`config.mk`:
```
export PLATFORM = sky130hd
export DESIGN_NAME = mac_pipe_n_flat
export DESIGN_NICKNAME = d
export VERILOG_FILES = /design/src/rtl/mac_if.sv /design/src/rtl/mac_pipe_n.sv /design/src/flat_wrapper.sv
export SDC_FILE = /design/constraint.sdc
export NUM_CORES = 1
export LEC_CHECK = 0
export ABC_AREA = 1
export BUFFER_PORTS_ARGS = -buffer_cell sky130_fd_sc_hd__buf_2
export CAP_MARGIN = 20
export CORE_ASPECT_RATIO = 1.5
export CORE_MARGIN = 8
export CORE_UTILIZATION = 30
export CTS_BUF_LIST = sky130_fd_sc_hd__clkbuf_16
export DETAILED_ROUTE_END_ITERATION = 7
export HOLD_SLACK_MARGIN = 0.08
export PLACE_DENSITY = 0.57
export SLEW_MARGIN = 30
export SYNTH_ARGS = -nofsm -noshare
export SYNTH_HDL_FRONTEND = slang
export SYNTH_SLANG_ARGS = --single-unit
```
`constraint.sdc`:
```
create_clock -name clk -period 4.2 [get_ports clk]
set_input_delay 1.05 -clock clk [delete_from_list [all_inputs] [get_ports clk]]
set_output_delay 1.05 -clock clk [all_outputs]
set_load 0.01 [all_outputs]
```
`src/rtl/mac_if.sv`:
```
// Operand/result stream bundle for mac_pipe_n: operand pairs in, one
// accumulated result per packet out, each with a valid/ready handshake.
interface mac_if #(
  parameter int N     = 8,
  parameter int ACC_W = 2*N+8
);
  logic                    in_valid;
  logic                    in_ready;
  logic signed [N-1:0]     a;
  logic signed [N-1:0]     b;
  logic                    last;
  logic                    out_valid;
  logic                    out_ready;
  logic signed [ACC_W-1:0] acc_out;
  logic                    ovf;

  modport master (
    output in_valid, a, b, last, out_ready,
    input  in_ready, out_valid, acc_out, ovf
  );

  modport slave (
    input  in_valid, a, b, last, out_ready,
    output in_ready, out_valid, acc_out, ovf
  );
endinterface

```
`src/rtl/mac_pipe_n.sv`:
```
// Three-stage pipelined signed multiply-accumulate: operand register, product
// register, accumulate/emit. One result per packet, optional saturation.
module mac_pipe_n #(
  parameter int N     = 8,
  parameter int ACC_W = 2*N+8,
  parameter int SAT   = 0
) (
  input logic  clk,
  input logic  rst,
  mac_if.slave bus
);
  localparam logic signed [ACC_W-1:0] ACC_MAX = {1'b0, {(ACC_W-1){1'b1}}};
  localparam logic signed [ACC_W-1:0] ACC_MIN = {1'b1, {(ACC_W-1){1'b0}}};

  logic                    stall, accept;
  logic [1:0]              vld_q, last_q;
  logic signed [N-1:0]     a_q, b_q;
  logic signed [2*N-1:0]   mul;
  logic signed [ACC_W-1:0] prod_q, acc_q, acc_out_q, sum_raw, sum_d;
  logic                    ovf_run_q, ovf_out_q, out_valid_q, ovf_add, pkt_ovf;

  // Whole pipeline freezes while a finished result waits on the consumer.
  assign stall         = out_valid_q & ~bus.out_ready;
  assign accept        = bus.in_valid & ~stall;
  assign bus.in_ready  = ~stall;
  assign bus.out_valid = out_valid_q;
  assign bus.acc_out   = acc_out_q;
  assign bus.ovf       = ovf_out_q;

  // Widen before multiplying so -2^(N-1) * -2^(N-1) stays exact.
  assign mul = (2*N)'(a_q) * (2*N)'(b_q);

  always_comb begin
    sum_raw = acc_q + prod_q;
    ovf_add = (acc_q[ACC_W-1] == prod_q[ACC_W-1]) &&
              (sum_raw[ACC_W-1] != acc_q[ACC_W-1]);
    sum_d   = sum_raw;
    if (SAT != 0 && ovf_add)
      sum_d = acc_q[ACC_W-1] ? ACC_MIN : ACC_MAX;
    pkt_ovf = ovf_run_q | ovf_add;
  end

  always_ff @(posedge clk) begin
    if (rst) begin
      vld_q       <= '0;
      last_q      <= '0;
      a_q         <= '0;
      b_q         <= '0;
      prod_q      <= '0;
      acc_q       <= '0;
      ovf_run_q   <= 1'b0;
      acc_out_q   <= '0;
      ovf_out_q   <= 1'b0;
      out_valid_q <= 1'b0;
    end else if (!stall) begin
      vld_q  <= {vld_q[0], accept};
      last_q <= {last_q[0], bus.last};
      if (accept) begin
        a_q <= bus.a;
        b_q <= bus.b;
      end
      prod_q      <= ACC_W'(mul);
      out_valid_q <= vld_q[1] & last_q[1];
      // Clearing acc on the last pair makes the next packet start from zero.
      if (vld_q[1]) begin
        if (last_q[1]) begin
          acc_out_q <= sum_d;
          ovf_out_q <= pkt_ovf;
          acc_q     <= '0;
          ovf_run_q <= 1'b0;
        end else begin
          acc_q     <= sum_d;
          ovf_run_q <= pkt_ovf;
        end
      end
    end
  end
endmodule
```
`src/flat_wrapper.sv`:
```
// flat-port wrapper written by rule: the top's interface ports become plain ports
module mac_pipe_n_flat 
#(
  parameter int N     = 8,
  parameter int ACC_W = 2*N+8,
  parameter int SAT   = 0
)
  (clk, rst, bus_in_valid, bus_a, bus_b, bus_last, bus_out_ready, bus_in_ready, bus_out_valid, bus_acc_out, bus_ovf);
  mac_if #(.N(N), .ACC_W(ACC_W)) bus_i ();
  input logic clk;
  input logic rst;
  input wire logic [$bits(bus_i.in_valid)-1:0] bus_in_valid;
  input wire logic [$bits(bus_i.a)-1:0] bus_a;
  input wire logic [$bits(bus_i.b)-1:0] bus_b;
  input wire logic [$bits(bus_i.last)-1:0] bus_last;
  input wire logic [$bits(bus_i.out_ready)-1:0] bus_out_ready;
  output wire logic [$bits(bus_i.in_ready)-1:0] bus_in_ready;
  output wire logic [$bits(bus_i.out_valid)-1:0] bus_out_valid;
  output wire logic [$bits(bus_i.acc_out)-1:0] bus_acc_out;
  output wire logic [$bits(bus_i.ovf)-1:0] bus_ovf;
  assign bus_i.in_valid = bus_in_valid;
  assign bus_i.a = bus_a;
  assign bus_i.b = bus_b;
  assign bus_i.last = bus_last;
  assign bus_i.out_ready = bus_out_ready;
  assign bus_in_ready = bus_i.in_ready;
  assign bus_out_valid = bus_i.out_valid;
  assign bus_acc_out = bus_i.acc_out;
  assign bus_ovf = bus_i.ovf;
  mac_pipe_n #(.N(N), .ACC_W(ACC_W), .SAT(SAT)) u_core (.clk(clk), .rst(rst), .bus(bus_i));
endmodule
```
* Yosys cells after proc, flatten, opt, wreduce, memory -nomap -nowiden
Index checks and enable logic that the tools add are counted.
** Word-level totals
- Logic and storage cells :: 26
- Input bits :: 21
- Output and inout bits :: 27
- Latch bits :: 0
- Memories :: 0
- RAM bits :: 0
- Bits in registers :: 87
- Bits in read-only memories :: 0
** Operators by class
- $mul :: 1
- Order comparisons :: 0
- Add/subtract/negate cells :: 1
- Div/mod/pow operators :: 0
- Shift operators :: 0
- Eq/ne operators :: 2
- Muxes and demuxes :: 2
- Reductions and logical operators :: 4
- Bitwise logic cells :: 6
** Operators by type and width (number)
- 24-bit by 16-bit adder with 24-bit output :: 1
- 24-bit two-way mux :: 1
- 8-bit by 8-bit multiplier with 16-bit output :: 1
- 2-bit AND reduction :: 2
- 1-bit bitwise AND :: 3
- 3-bit AND reduction :: 1
- 1-bit NOT :: 2
- 1-bit equality test :: 1
- 1-bit logical AND :: 1
- 1-bit two-way mux :: 1
- 1-bit != test :: 1
- 1-bit bitwise OR :: 1

* Logic depth before layout (Yosys ltp)
Gate-level depths: netlist of run 1.
- Depth after elaboration :: 5
- Mapped depth :: 21
- Depth with buffers taken out :: 20

* Worst setup path after synthesis of run 1
OpenSTA, ideal clock, no wires.
- Path kind :: register to register
- Start point :: register u_core.b_q[2]
- End point :: register u_core.prod_q[14]
- Setup time :: 114 ps
- Stages on the path, launching flop included :: 20
- Path buffers :: 1
- Clock period less this slack :: 4159 ps
- Setup slack :: 41 ps
- Required time :: 4086 ps
- Arrival time :: 4045 ps
- Cells stage by stage :: dfxtp_1 -> clkbuf_1 -> nand2_1 -> inv_1 -> fa_1 -> inv_1 -> fa_1 -> inv_1 -> fa_1 -> inv_1 -> fa_1 -> inv_1 -> ha_1 -> nand2_1 -> nor3_1 -> nand3_1 -> nand3_1 -> nor2_1 -> o21bai_1 -> inv_1
** On the way
- Cells in the longest elaborated chain, start to end :: 1
** RTL lines
- from (decl) :: RTL line mac_pipe_n.sv:17 : logic signed [N-1:0] a_q, b_q;
- from (signal assigned) :: RTL line mac_pipe_n.sv:60 : b_q <= bus.b;
- 8-bit by 8-bit multiplier with 16-bit output :: RTL line mac_pipe_n.sv:31 : assign mul = (2*N)'(a_q) * (2*N)'(b_q);
- to (signal assigned) :: RTL line mac_pipe_n.sv:62 : prod_q <= ACC_W'(mul);
- to (decl) :: RTL line mac_pipe_n.sv:19 : logic signed [ACC_W-1:0] prod_q, acc_q, acc_out_q, sum_raw, sum_d;
No other way between the ends.
A chain may end at the register's enable or synchronous reset.

* Final worst setup path of run 1
- Start point :: register u_core.a_q[5]
- End point :: register u_core.prod_q[11]
** On the way
- Cells in the longest elaborated chain, start to end :: 1
** RTL lines
- from (decl) :: RTL line mac_pipe_n.sv:17
- from (signal assigned) :: RTL line mac_pipe_n.sv:59 : a_q <= bus.a;
- 8-bit by 8-bit multiplier with 16-bit output :: RTL line mac_pipe_n.sv:31
No other way between the ends.

==> flow_metrics.tcl, run 1 <==
set metrics [dict create \
    status "finished clean" \
    gp_congestion 0.918 \
    drcViolationCount 0 \
    finish.instance_area_sq_um 8480 \
    detailroute.via_count 6520 \
    htree_num_levels 3 \
    initialDrtViolationCount 230 \
    ir_worst_vdd_v 0.000211 \
    n_fill_cell 2658 \
    postSynthNetCount 1204 \
    per_cell_routed_wire_length_microns 13.5 \
    grt.busiest_layer "met2" \
    final_min_period_over_clock_period 0.960 \
    path_clk_slew_ns 0.07 \
    main_area_contributors_after_synthesis "dfxtp_1 24%, nand2_1 17%, fa_1 15%, inv_1 11%, ha_1 8.9%" \
    max_clock_freq_mhz 248 \
    floorplan.initialDensity 0.303 \
    grt_util_met2 0.273 \
    nNetsFinal 1255 \
    layout-drive-gt1-share 0.141 \
    synthMostInstantiatedCell "nand2_1" \
    finalClockSkew_ns 0.0110 \
    grt.total_usage 0.138 \
    drt.antenna.violating_nets 0 \
    via_count_of_the_first_global_routing_pass 6737 \
    synth_top_cell_by_area "dfxtp_1" \
    initial_antenna_violation_count 0 \
    avgSynthCellArea_sq_um 6.81 \
    placement.io_buffers 47 \
    insertion_delay_ns 0.36 \
    max-clock-path-buffers 2 \
    cp.arrival_ns 4.33 \
    avg_vias_per_cell 4.48 \
    report.final.slew_viol_count 0 \
    synth.cell_area_sq_um 7320 \
    post_dp_hpwl_mm 15.9 \
    synth.top_cells.by_count "330 x nand2_1, 220 x inv_1, 87 x dfxtp_1, 75 x nor2_1, 56 x fa_1" \
    yosys_register_bits 87 \
    tritoncts_clock_tree "built" \
    synthesized_area_fraction_occupied_by_ao_oa_aoi_and_oai_cells 0.0838 \
    worst_hold_path_type "flop to flop" \
    synth_cell_types 32 \
    synth_xor_xnor_area_share 0.0180 \
    required_ns 4.50 \
    syn_inst 1075 \
    io_pins 48 \
    core_sq_um 24200 \
    groute.layer.met3.usage 0.0230 \
    worstSetupPathType "flop to flop" \
    grt_start_max_net_pins 29 \
    synth_simple_gate_area_share 0.285 \
    place_worst_setup_slack_ns -0.00726 \
    seq_area_sq_um 1760 \
    synth-edff-count 0 \
    placed_area_sq_um 7980 \
    number_of_cell_rows 70 \
    number_of_hold_slack_violations_in_the_final_timing_report 0 \
    synth-adder-area-share 0.242 \
    largest_family_of_logic_cells_by_synthesized_area "simple AND/OR/NAND/NOR gates" \
    cts.sinks 87 \
    relSlewSlack 0.553 \
    die_area_sq_um 29800 \
    postSynth.topFlopCell "dfxtp_1" \
    setup_ws_ns 0.168 \
    crit_path_start_kind "flop" \
    global_route.overflow_total 0 \
    cp-end-kind "flop" \
    synth_sequential_area_ratio 0.238 \
    fp.dieH_microns 207 \
    groute.layer.met1.usage 0.132 \
    yosysTopAreaCellShare 0.238 \
    tightest_slew_ns 0.669 \
    final_core_utilization 0.351 \
    num_antenna_cells 0 \
    cts_hold_buffers 0 \
    multi_input_comb_area_sq_um 4740 \
    power_density_nw_per_um2 309 \
    setup-violations-final 0 \
    area_growth_syn_to_layout_pct 15.9 \
    ctsRootBufferMaster "clkbuf_16" \
    fin_crit_ns 4.03 \
    rrSetupSlack_ns 0.17 \
    grt_first_pass_wirelength_mm 32.4 \
    die_w_microns 144 \
    yosys-mux-area-fraction 0 \
    yosys_warning_count 0 \
    power.static_leakage_nw 4.57 \
    finalWirelength_mm 19.7 \
    tritoncts.num_buffers 9 \
    critical_path_peak_fanout 9 \
    detailedRoute.firstPassIterationCount 5 \
    maxCapViolCount 0 \
    postSynth.asyncResetShare 0 \
]
-- worst max-delay path, cell delays in order, from the launching register on --
cell	delay [ns]
dfxtp_1	0.54
nand2_1	0.09
inv_1	0.08
fa_1	0.44
fa_1	0.54
fa_1	0.54
inv_1	0.05
fa_1	0.52
inv_1	0.04
ha_2	0.38
nand2_2	0.12
o21ai_2	0.20
inv_1	0.09
a21oi_2	0.10
nand3b_1	0.11
o211ai_1	0.08
inv_1	0.06
-- metrics by stage --
stage,hold WS [ns],cells,setup TNS [ns],power (W)
5_1_grt,0.468,1455,-0.00249,0.00281
6_report,0.448,1455,0,0.00262
3_5_place_dp,0.435,1435,-0.00726,0.00170
3_3_place_gp,0.434,1435,0,0.00168
2_1_floorplan,0.430,1075,0,0.00150
4_1_cts,0.452,1451,0,0.00258
-- final timing paths --
check,startpoint,endpoint,depth (start not counted)
setup reg to reg,u_core.a_q[5]$_SDFFE_PP0P_,u_core.prod_q[11]$_SDFFE_PP0N_,16
hold reg to reg,u_core.bus.acc_out[20]$_SDFFE_PP0P_,u_core.bus.acc_out[20]$_SDFFE_PP0P_,2
hold / removal,u_core.bus.acc_out[20]$_SDFFE_PP0P_,u_core.bus.acc_out[20]$_SDFFE_PP0P_,2
setup / recovery,u_core.a_q[5]$_SDFFE_PP0P_,u_core.prod_q[11]$_SDFFE_PP0N_,16
-- state kept, by name (all words and copies together), names as in the netlist, 2 cells and up --
| name | flops |
|---|---|
| u_core.a_q | 8 |
| u_core.last_q | 2 |
| u_core.acc_q | 24 |
| u_core.b_q | 8 |
| u_core.bus.acc_out | 24 |
| u_core.prod_q | 16 |
| u_core.vld_q | 2 |
-- final cells by class --
type,instances,share of cell area
tap,324,0.0478
clock buffer,9,0.0266
multi-input combinational,733,0.559
clock inverter,7,0.0103
inverter,223,0.0987
timing repair buffer,72,0.0503
sequential,87,0.207
-- per-layer routing --
layer	share of wire	up-vias
li1	-	3363
met1	0.38	3015
met2	0.55	98
met3	0.027	44
met4	0.043	0
met5	0	-
-- cells in the final DEF, fill, tap and decap left out, types with 7 or more instances in the layout --
| cell type | instances |
|---|---|
| nand2_1 | 325 |
| o21ai_0 | 30 |
| nand2_2 | 11 |
| a22o_1 | 11 |
| inv_2 | 8 |
| nand4_1 | 8 |
| nand3b_1 | 10 |
| nand3_1 | 54 |
| fa_1 | 56 |
| dfxtp_2 | 9 |
| a21oi_2 | 7 |
| clkbuf_16 | 9 |
| buf_2 | 47 |
| nor2_2 | 11 |
| ha_1 | 43 |
| nor2_1 | 69 |
| a21oi_1 | 47 |
| inv_1 | 215 |
| dfxtp_1 | 77 |
| xor2_1 | 12 |
| buf_4 | 24 |
-- timing repair --
item	4_1_cts	5_1_grt
gates resized for setup	5	47
endpoints found under the setup margin	3	7
pin swaps	0	15
setup buffers	0	4
-- power breakdown --
| group | switching (W) | internal [W] | total, W |
|---|---|---|---|
| Sequential | 0.0000542 | 0.000880 | 0.000934 |
| Combinational | 0.000503 | 0.000325 | 0.000828 |
| Clock | 0.000381 | 0.000476 | 0.000857 |
| Total | 0.000939 | 0.00168 | 0.00262 |
-- cells by family (layout without fill, tap and decap cells) --
| kind of cell | Yosys count | count (layout) |
|---|---|---|
| xor+xnor | 15 | 15 |
| simple gates | 501 | 501 |
| buf+inv | 255 | 311 |
| compound gates | 109 | 109 |
| fa+ha+maj | 108 | 108 |
| flops | 87 | 87 |
Note: power is estimated with default switching activity, not from simulation.
==> inputs of run 2 (changes only) <==
--- a/config.mk
+++ b/config.mk
@@ -14,7 +14,7 @@
 export CTS_BUF_LIST = sky130_fd_sc_hd__clkbuf_16
 export DETAILED_ROUTE_END_ITERATION = 7
 export HOLD_SLACK_MARGIN = 0.08
-export PLACE_DENSITY = 0.57
+export PLACE_DENSITY_LB_ADDON = 0.25
 export SLEW_MARGIN = 30
 export SYNTH_ARGS = -nofsm -noshare
 export SYNTH_HDL_FRONTEND = slang
==> constraint.sdc (replaced) <==
create_clock -name clk -period 3.8 [get_ports clk]
set_input_delay 0.95 -clock clk [delete_from_list [all_inputs] [get_ports clk]]
set_output_delay 0.95 -clock clk [all_outputs]
set_load 0.01 [all_outputs]
==> run 2 against run 1 <==
The run now ends with setup timing left. First-iteration DRC count fell by 8.7%. Global-route usage grew 0.42 points. Combinational power up 30%. Critical path type unchanged. Non-clock buffer count grew 25. Setup slack worse by 0.22 ns. Largest power group is now combinational cells. Utilization is 1.5 points higher.
==> flow_metrics.tcl, run 2 (synthesis results as in run 1) <==
set metrics [dict create \
    placed_area_sq_um 8250 \
    multi_input_comb_area_sq_um 4910 \
    power.static_leakage_nw 4.76 \
    core_sq_um 24200 \
    rsz0062_at_grt "true" \
    relSlewSlack 0.499 \
    maxCapViolCount 0 \
    finish.instance_area_sq_um 8850 \
    num_antenna_cells 0 \
    avg_vias_per_cell 4.42 \
    die_area_sq_um 29800 \
    initialDrtViolationCount 210 \
    finalClockSkew_ns 0.0136 \
    number_of_cell_rows 70 \
    drt.antenna.violating_nets 0 \
    layout-drive-gt1-share 0.184 \
    ctsRootBufferMaster "clkbuf_16" \
    global_route.overflow_total 0 \
    status "complete, but fails checks" \
    htree_num_levels 3 \
    seq_area_sq_um 1780 \
    r2r.worst_path.cells 16 \
    finalWirelength_mm 19.7 \
    timing.critical_path.slowest_cell_delay_ns 0.54 \
    number_of_hold_slack_violations_in_the_final_timing_report 0 \
    final_min_period_over_clock_period 1.01 \
    setup_ws_ns -0.0476 \
    most-common-layout-cells "317 x nand2_1, 207 x inv_1, 73 x dfxtp_1" \
    placement.io_buffers 47 \
    gp_congestion 0.884 \
    fin_crit_ns 3.85 \
    cp_num_cells 16 \
    area_growth_syn_to_layout_pct 21.0 \
    tritoncts.num_buffers 9 \
    critical_path.reg2reg.endpoint "u_core.prod_q[13]$_SDFFE_PP0N_" \
    setup-violations-final 5 \
    critical_path_peak_fanout 9 \
    max_clock_freq_mhz 260 \
    grt_first_pass_wirelength_mm 33.6 \
    floorplan.initialDensity 0.303 \
    critPathBufInv 4 \
    path_clk_slew_ns 0.07 \
    detailedRoute.firstPassIterationCount 4 \
    path_common_cell "fa_1" \
    via_count_of_the_first_global_routing_pass 6991 \
    endpoint "u_core.prod_q[13]$_SDFFE_PP0N_" \
    crit_path_start_kind "flop" \
    power_density_nw_per_um2 338 \
    post_dp_hpwl_mm 16.3 \
    max-clock-path-buffers 2 \
    ir_worst_vdd_v 0.000214 \
    cp_cell_sequence "inv_4 > or2_2 > fa_2 > inv_2 > fa_1 > fa_1 > inv_1 > fa_1 > inv_1 > ha_4 > a21oi_2 > nor2_1 > nor2_1 > nand3_1 > o21ai_0 > nand2_1" \
    min-delay-start "u_core.bus.acc_out[18]$_SDFFE_PP0P_" \
    n_fill_cell 2673 \
    layout.cells.most_common "nand2_1" \
    per_cell_routed_wire_length_microns 13.3 \
    rrSetupSlack_ns -0.05 \
    grt.total_usage 0.143 \
    grt_start_max_net_pins 27 \
    crit_start "u_core.b_q[7]$_SDFFE_PP0P_" \
    io_pins 48 \
    worstSetupPathType "flop to flop" \
    worst_hold_slack_ns 0.451 \
    cp.arrival_ns 4.09 \
    detailroute.via_count 6540 \
    required_ns 4.05 \
    nNetsFinal 1280 \
    cts.sinks 87 \
    cp-end-kind "flop" \
    tightest_slew_ns 0.749 \
    violations_in_the_final_reports "setup timing" \
    fp.dieH_microns 207 \
    cts_hold_buffers 0 \
    die_w_microns 144 \
    tritoncts_clock_tree "built" \
    critical-path-top-delay-family "adder cells" \
    report.final.slew_viol_count 0 \
    insertion_delay_ns 0.36 \
    worst_hold_path_type "flop to flop" \
    initial_antenna_violation_count 0 \
    worstReg2RegStart "u_core.b_q[7]$_SDFFE_PP0P_" \
    crit_path_top_delay_cell "fa_1" \
    drcViolationCount 0 \
]
## run 2: changes by cell type in the layout (fill, tap and decap cells not counted), sizes merged
cell / before / now
inv: 227 / 226
bufinv: 1 / 0
buf: 72 / 97
clkinvlp: 0 / 1
clkinv: 2 / 3
## run 2: tightest hold or removal path: stages, from the launching register on
cell     delay [ns]
dfxtp_1        0.31
nand2_1        0.06
nand2_1        0.04
## run 2: how the worst min path moves through the flow
| stage | endpoint | slack [ns] | cells after the start |
|---|---|---|---|
| finish | u_core.bus.acc_out[18]$_SDFFE_PP0P_ | 0.45 | 2 |
| floorplan | u_core.prod_q[13]$_SDFFE_PP0N_ | 0.43 | 2 |
| global route | u_core.bus.acc_out[18]$_SDFFE_PP0P_ | 0.47 | 2 |
| detailed placement | u_core.bus.acc_out[21]$_SDFFE_PP0P_ | 0.44 | 2 |
| CTS | u_core.bus.acc_out[18]$_SDFFE_PP0P_ | 0.45 | 2 |
| global placement | u_core.bus.acc_out[22]$_SDFFE_PP0P_ | 0.43 | 2 |
## run 2: metrics by stage
step | power (W) | worst slack, ns | TNS [ns] | util | cells
floorplan | 0.00173 | -0.00371 | -0.00371 | - | 1075
global placement | 0.00201 | -0.249 | -1.20 | 0.341 | 1455
detailed placement | 0.00202 | -0.273 | -1.45 | 0.341 | 1455
CTS | 0.00303 | -0.0384 | -0.134 | 0.365 | 1479
global route | 0.00321 | -0.244 | -1.47 | 0.366 | 1480
finish | 0.00299 | -0.0476 | -0.180 | 0.366 | 1480
## run 2: power breakdown
part           switching, W  leakage, nW  internal (W)  total [W]
sequential        0.0000657        0.716      0.000971    0.00104
clock              0.000420        0.138      0.000452   0.000872
combinational      0.000611         3.91      0.000472    0.00108
total               0.00110         4.76       0.00189    0.00299
## run 2: repair_timing
action / 4_1_cts / 5_1_grt
endpoints found under the setup margin: 8 / 9
buffers inserted: 8 / 1
hold endpoints to repair: 0 / 0
pin swaps: 42 / 9
resized for setup: 75 / 10
## run 2: cell type report
cell class,count,share of cell area
tap,324,0.0458
clock buffer,9,0.0254
inverter,223,0.0957
multi-input combinational,733,0.555
timing repair buffer,97,0.0708
clock inverter,7,0.00622
sequential,87,0.202
## run 2: layer usage
metal  wire length, microns  share of wire  vias to the layer above  global-route usage
met5                      0              0                        -                   0
met4                    702          0.036                        0              0.0615
met3                    416          0.021                       33              0.0198
met2                  11300           0.57                       86               0.286
met1                   7280           0.37                     3002               0.138
li1                       -              -                     3419                   -
